===== config.mk =====
export PLATFORM = sky130hd
export DESIGN_NAME = alu_arith_dispatch
export DESIGN_NICKNAME = d
export VERILOG_FILES = /design/src/rtl/alu_arith_dispatch.sv
export SDC_FILE = /design/constraint.sdc
export NUM_CORES = 1
export LEC_CHECK = 0
export ABC_AREA = 1
export CAP_MARGIN = 20
export CORE_MARGIN = 4
export CORE_UTILIZATION = 52
export DETAILED_ROUTE_END_ITERATION = 12
export PLACE_DENSITY_LB_ADDON = 0.15
export SLEW_MARGIN = 20
export SYNTH_ARGS = -nofsm -noshare
export SYNTH_HDL_FRONTEND = slang
export SYNTH_SLANG_ARGS = --single-unit

===== constraint.sdc =====
create_clock -name clk -period 6.7 [get_ports clk]
set_clock_uncertainty 0.15 [all_clocks]
set_input_delay 0.67 -clock clk [delete_from_list [all_inputs] [get_ports clk]]
set_output_delay 0.67 -clock clk [all_outputs]
set_load 0.03 [all_outputs]

===== src/rtl/alu_arith_dispatch.sv =====
// alu_arith_dispatch: runs one arithmetic op across THREADS lanes through a
// single shared combinational arithmetic unit, one lane per clock cycle.
//
// Handshake: start is a level request that is sampled only in IDLE. A start
// seen while busy is dropped, not queued. done is a one-cycle pulse that
// marks result_vec/div_zero_mask as valid. Those outputs then hold until the
// next accepted start or reset.
//
// The FSM state is the enum-typed signal `state`. A checker can bind to it
// hierarchically to follow IDLE/ISSUE/DONE.
module alu_arith_dispatch #(
    parameter int WIDTH   = 8,
    parameter int THREADS = 4
) (
    input  logic                     clk,
    input  logic                     reset,
    input  logic                     start,
    input  logic [1:0]               op_sel,
    input  logic [THREADS*WIDTH-1:0] rs_vec,
    input  logic [THREADS*WIDTH-1:0] rt_vec,
    output logic [1:0]               AluArithmeticMux,
    output logic [WIDTH-1:0]         rs,
    output logic [WIDTH-1:0]         rt,
    input  logic [WIDTH-1:0]         ArithOut,
    output logic                     busy,
    output logic                     done,
    output logic [THREADS*WIDTH-1:0] result_vec,
    output logic [THREADS-1:0]       div_zero_mask
);

    localparam int IDXW = (THREADS > 1) ? $clog2(THREADS) : 1;
    localparam logic [IDXW-1:0] LAST_IDX = IDXW'(THREADS - 1);
    localparam logic [1:0] OP_DIV = 2'b11;

    typedef enum logic [1:0] {
        IDLE  = 2'd0,
        ISSUE = 2'd1,
        DONE  = 2'd2
    } state_t;

    state_t          state;
    state_t          state_next;
    logic [IDXW-1:0] idx;
    logic [1:0]      op_q;
    logic [WIDTH-1:0] rs_q  [THREADS];
    logic [WIDTH-1:0] rt_q  [THREADS];
    logic [WIDTH-1:0] res_q [THREADS];
    logic            last_lane;
    logic            div_by_zero;

    assign last_lane   = (idx == LAST_IDX);
    // A zero divisor is decided from the latched operand. The unit's result is not used for this.
    assign div_by_zero = (op_q == OP_DIV) && (rt_q[idx] == '0);

    // State register.
    always_ff @(posedge clk) begin
        if (reset) begin
            state <= IDLE;
        end else begin
            state <= state_next;
        end
    end

    // Next-state logic, plus the operand/op-select drive to the arithmetic unit.
    always_comb begin
        state_next       = state;
        busy             = 1'b0;
        done             = 1'b0;
        AluArithmeticMux = 2'b00;
        rs               = '0;
        rt               = '0;
        case (state)
            IDLE: begin
                if (start) begin
                    state_next = ISSUE;
                end
            end
            ISSUE: begin
                busy             = 1'b1;
                AluArithmeticMux = op_q;
                rs               = rs_q[idx];
                rt               = rt_q[idx];
                if (last_lane) begin
                    state_next = DONE;
                end
            end
            DONE: begin
                busy       = 1'b1;
                done       = 1'b1;
                state_next = IDLE;
            end
            default: begin
                state_next = IDLE;
            end
        endcase
    end

    // Operand latch at start, then per-lane result capture while ISSUE runs.
    always_ff @(posedge clk) begin
        if (reset) begin
            idx           <= '0;
            op_q          <= 2'b00;
            div_zero_mask <= '0;
            for (int i = 0; i < THREADS; i++) begin
                rs_q[i]  <= '0;
                rt_q[i]  <= '0;
                res_q[i] <= '0;
            end
        end else begin
            case (state)
                IDLE: begin
                    if (start) begin
                        op_q          <= op_sel;
                        idx           <= '0;
                        div_zero_mask <= '0;
                        for (int i = 0; i < THREADS; i++) begin
                            rs_q[i] <= rs_vec[i*WIDTH +: WIDTH];
                            rt_q[i] <= rt_vec[i*WIDTH +: WIDTH];
                        end
                    end
                end
                ISSUE: begin
                    if (div_by_zero) begin
                        res_q[idx]         <= '1;
                        div_zero_mask[idx] <= 1'b1;
                    end else begin
                        res_q[idx] <= ArithOut;
                    end
                    if (!last_lane) begin
                        idx <= idx + IDXW'(1);
                    end
                end
                default: begin
                end
            endcase
        end
    end

    // Pack the per-lane result registers into the flat output vector.
    always_comb begin
        result_vec = '0;
        for (int i = 0; i < THREADS; i++) begin
            result_vec[i*WIDTH +: WIDTH] = res_q[i];
        end
    end

endmodule


==> flow_summary.ini <==
[sta]
period_needed_ps = 3536
relSlewSlack = 0.4490
fmaxAchievable_ghz = 0.2828
final_hold_viol_count = 0
period_share = 0.5278
worst_slew_pin_slew_ps = 825.6
rsz0062_at_grt = no
setup_violations = 0
fin_setup_tns_ps = 0
slew_violations = 0

[final_layout]
n_fill_cell = 699
fin_nets = 736
area_growth_pct = 33.01
multi_input_area_mm2 = 0.001306
drive_gt1_frac = 0.04573
stdcell_count = 767
n_antenna_cell = 0
regArea_mm2 = 0.003123

[floorplanning]
die_area_mm2 = 0.01101
die_w_um = 104.9
start_util = 0.5313
rows = 35
die_h_um = 104.9
ios = 133
fp.coreArea_mm2 = 0.009196

[synthesis]
synth_top_flop_cell = edfxtp_1
synth_edf_count = 96
syn_nets = 609
ys_seq_area_frac = 0.6392
synth-async-reset-ratio = 0
synth_cells = 524
ys_types = 27
synth_area_per_cell_um2 = 9.324
ys_ff_latch = 108
syn-cell-area_mm2 = 0.004886
yosys_warnings = 0

[power]
peakVddDrop_uv = 114.5
p_comb_frac = 0.226
clkPwrFrac = 0.250
power.leakage_nw = 2.840
p_int_mw = 1.131
power_density_mw_per_mm2 = 246.7
seq_power_share = 0.524
swShare = 0.2946
power_switching_mw = 0.4723

[placed_design]
dp_cells = 751
io_buffers = 132
place_congestion = 0.8450
hpwl_um = 7567

[cts]
clockBufferDepth = 2
postCtsSetupBuffers = 0
cts_sinks = 108
cts_resized = 0
cts_hold_buffers = 0
clock_latency_ps = 360
cts_made_buffers = 9
clockRootBuffer = clkbuf_8
htree_levels = 3
clkTransAtPathRegs_ps = 110
cts_tree = yes

[critical_path]
cp.arrival_ps = 2720
crit_chain = inv_2 -> nor2_1 -> o21ai_0 -> a21oi_1 -> clkdlybuf4s50_1
slowest_stage = dfxtp_1
startpoint_type = register
critPathCaptureType = output port
critPathMaxStageDelay_ps = 810
crit_fanout = 17
path_class = reg2out
cp.required_ps = 5880
path_buf_inv = 2
critical_path.top_delay_family = buffers and inverters

[grt]
grt_usage = 0.1930
grt_start_max_net_pins = 65
grt_pass1_wl_um = 17080
grt_antenna_before_repair = 0
grt_pass1_vias = 3672
grt-ovfl-total = 0

[status]
status = completed

[detailed_routing]
routedWlPerCell_um = 13.72
vias_per_cell = 4.864
drtIter0Drc = 213
post-route-drc-count = 0
dr.pass1.iters = 4
wirelength_um = 10520
dr_total_vias = 3731
detail-route-antenna-nets = 0

[flow_run]
maxCapViolCount = 0

[hold_path]
hp-class = reg2reg
[metrics by stage]
step / instance area [µm²] / worst slack (ps) / hold slack [ps] / total power, mW / util
2_1_floorplan: 4886 / 3563 / 308.7 / 1.076 / -
3_3_place_gp: 6280 / 3566 / 324.6 / 1.207 / 0.6829
3_5_place_dp: 6300 / 3536 / 335.7 / 1.221 / 0.6850
4_1_cts: 6499 / 3126 / 350.4 / 1.610 / 0.7067
5_1_grt: 6499 / 2940 / 376.9 / 1.677 / 0.7067
6_report: 6499 / 3164 / 351.4 / 1.603 / 0.7067
[synthesized netlist by cell type, drive strengths merged (2+ instances only)]
cell | count | area, µm²
clkbuf | 10 | 38.78
o21ai | 21 | 105.1
nand3 | 20 | 112.6
buf | 10 | 55.05
nor2 | 144 | 550.5
edfxtp | 96 | 2883
inv | 96 | 360.3
clkinv | 2 | 7.510
and2 | 2 | 12.52
dfxtp | 12 | 240.2
nand2 | 85 | 324.1
a21oi | 14 | 70.07
ha | 8 | 100.1
[power groups by stage]
| stage | Sequential [mW] | Combinational, mW | Clock, mW |
|---|---|---|---|
| after global routing | 0.848 | 0.399 | 0.430 |
| after global placement | 0.853 | 0.354 | 0 |
| after floorplan | 0.882 | 0.194 | 0 |
| final | 0.840 | 0.362 | 0.401 |
| after CTS | 0.841 | 0.366 | 0.404 |
| after detailed placement | 0.856 | 0.364 | 0 |
[cell families after synthesis]
group | Yosys count | synth area share
flip-flops | 108 | 0.6392
AND/OR/NAND/NOR | 253 | 0.2069
buffers and inverters | 118 | 0.09449
adder cells (fa/ha/maj) | 8 | 0.02049
AO/OA/AOI/OAI | 37 | 0.03893
[cell usage in the layout (no fill, tap or decap), types with 2 or more instances in the layout]
| master | count |
|---|---|
| o21ai_0 | 20 |
| ha_1 | 8 |
| nand2_2 | 4 |
| a21oi_1 | 14 |
| dfxtp_1 | 12 |
| inv_2 | 2 |
| nand3_1 | 19 |
| nand2_1 | 81 |
| clkinv_1 | 3 |
| clkdlybuf4s50_1 | 132 |
| nor2_1 | 140 |
| buf_4 | 3 |
| nor2_2 | 4 |
| clkbuf_8 | 9 |
| inv_1 | 94 |
| edfxtp_1 | 96 |
[state kept, by name, summed over array words and instances (netlist names), named ones only]
signal         count
op_q               2
idx                2
rt_q              32
state              2
div_zero_mask      4
res_q             32
rs_q              32
[tightest hold or removal path, stage by stage (launching register included)]
cell and delay (ps):
dfxtp_1 340, nand2_1 60, a21oi_1 60
[metal layers]
layer	share of wire	vias up	global-route usage
li1	-	1878	-
met1	0.41	1734	0.2302
met2	0.53	113	0.3469
met3	0.055	6	0.03830
met4	0.0075	0	0.06654
met5	0	-	0
[worst paths after layout]
check	depth (start not counted)	startpoint	to	slack, ps
worst max register to register	6	state[1]	res_q[2][5]	3760
worst max-delay path	5	register	rs[3]	3160
worst min-delay path	2	op_q[0]	op_q[0]	350
worst min register to register	2	op_q[0]	op_q[0]	350
[area by class of cell]
class | instances | area share
multi-input cells | 298 | 0.2010
flip-flops and latches | 108 | 0.4806
clock inverters | 7 | 0.01155
clock buffers | 9 | 0.01906
inverters | 98 | 0.05660
repair buffers | 136 | 0.2099
well taps | 111 | 0.02137
(Power assumes the default switching activity.)
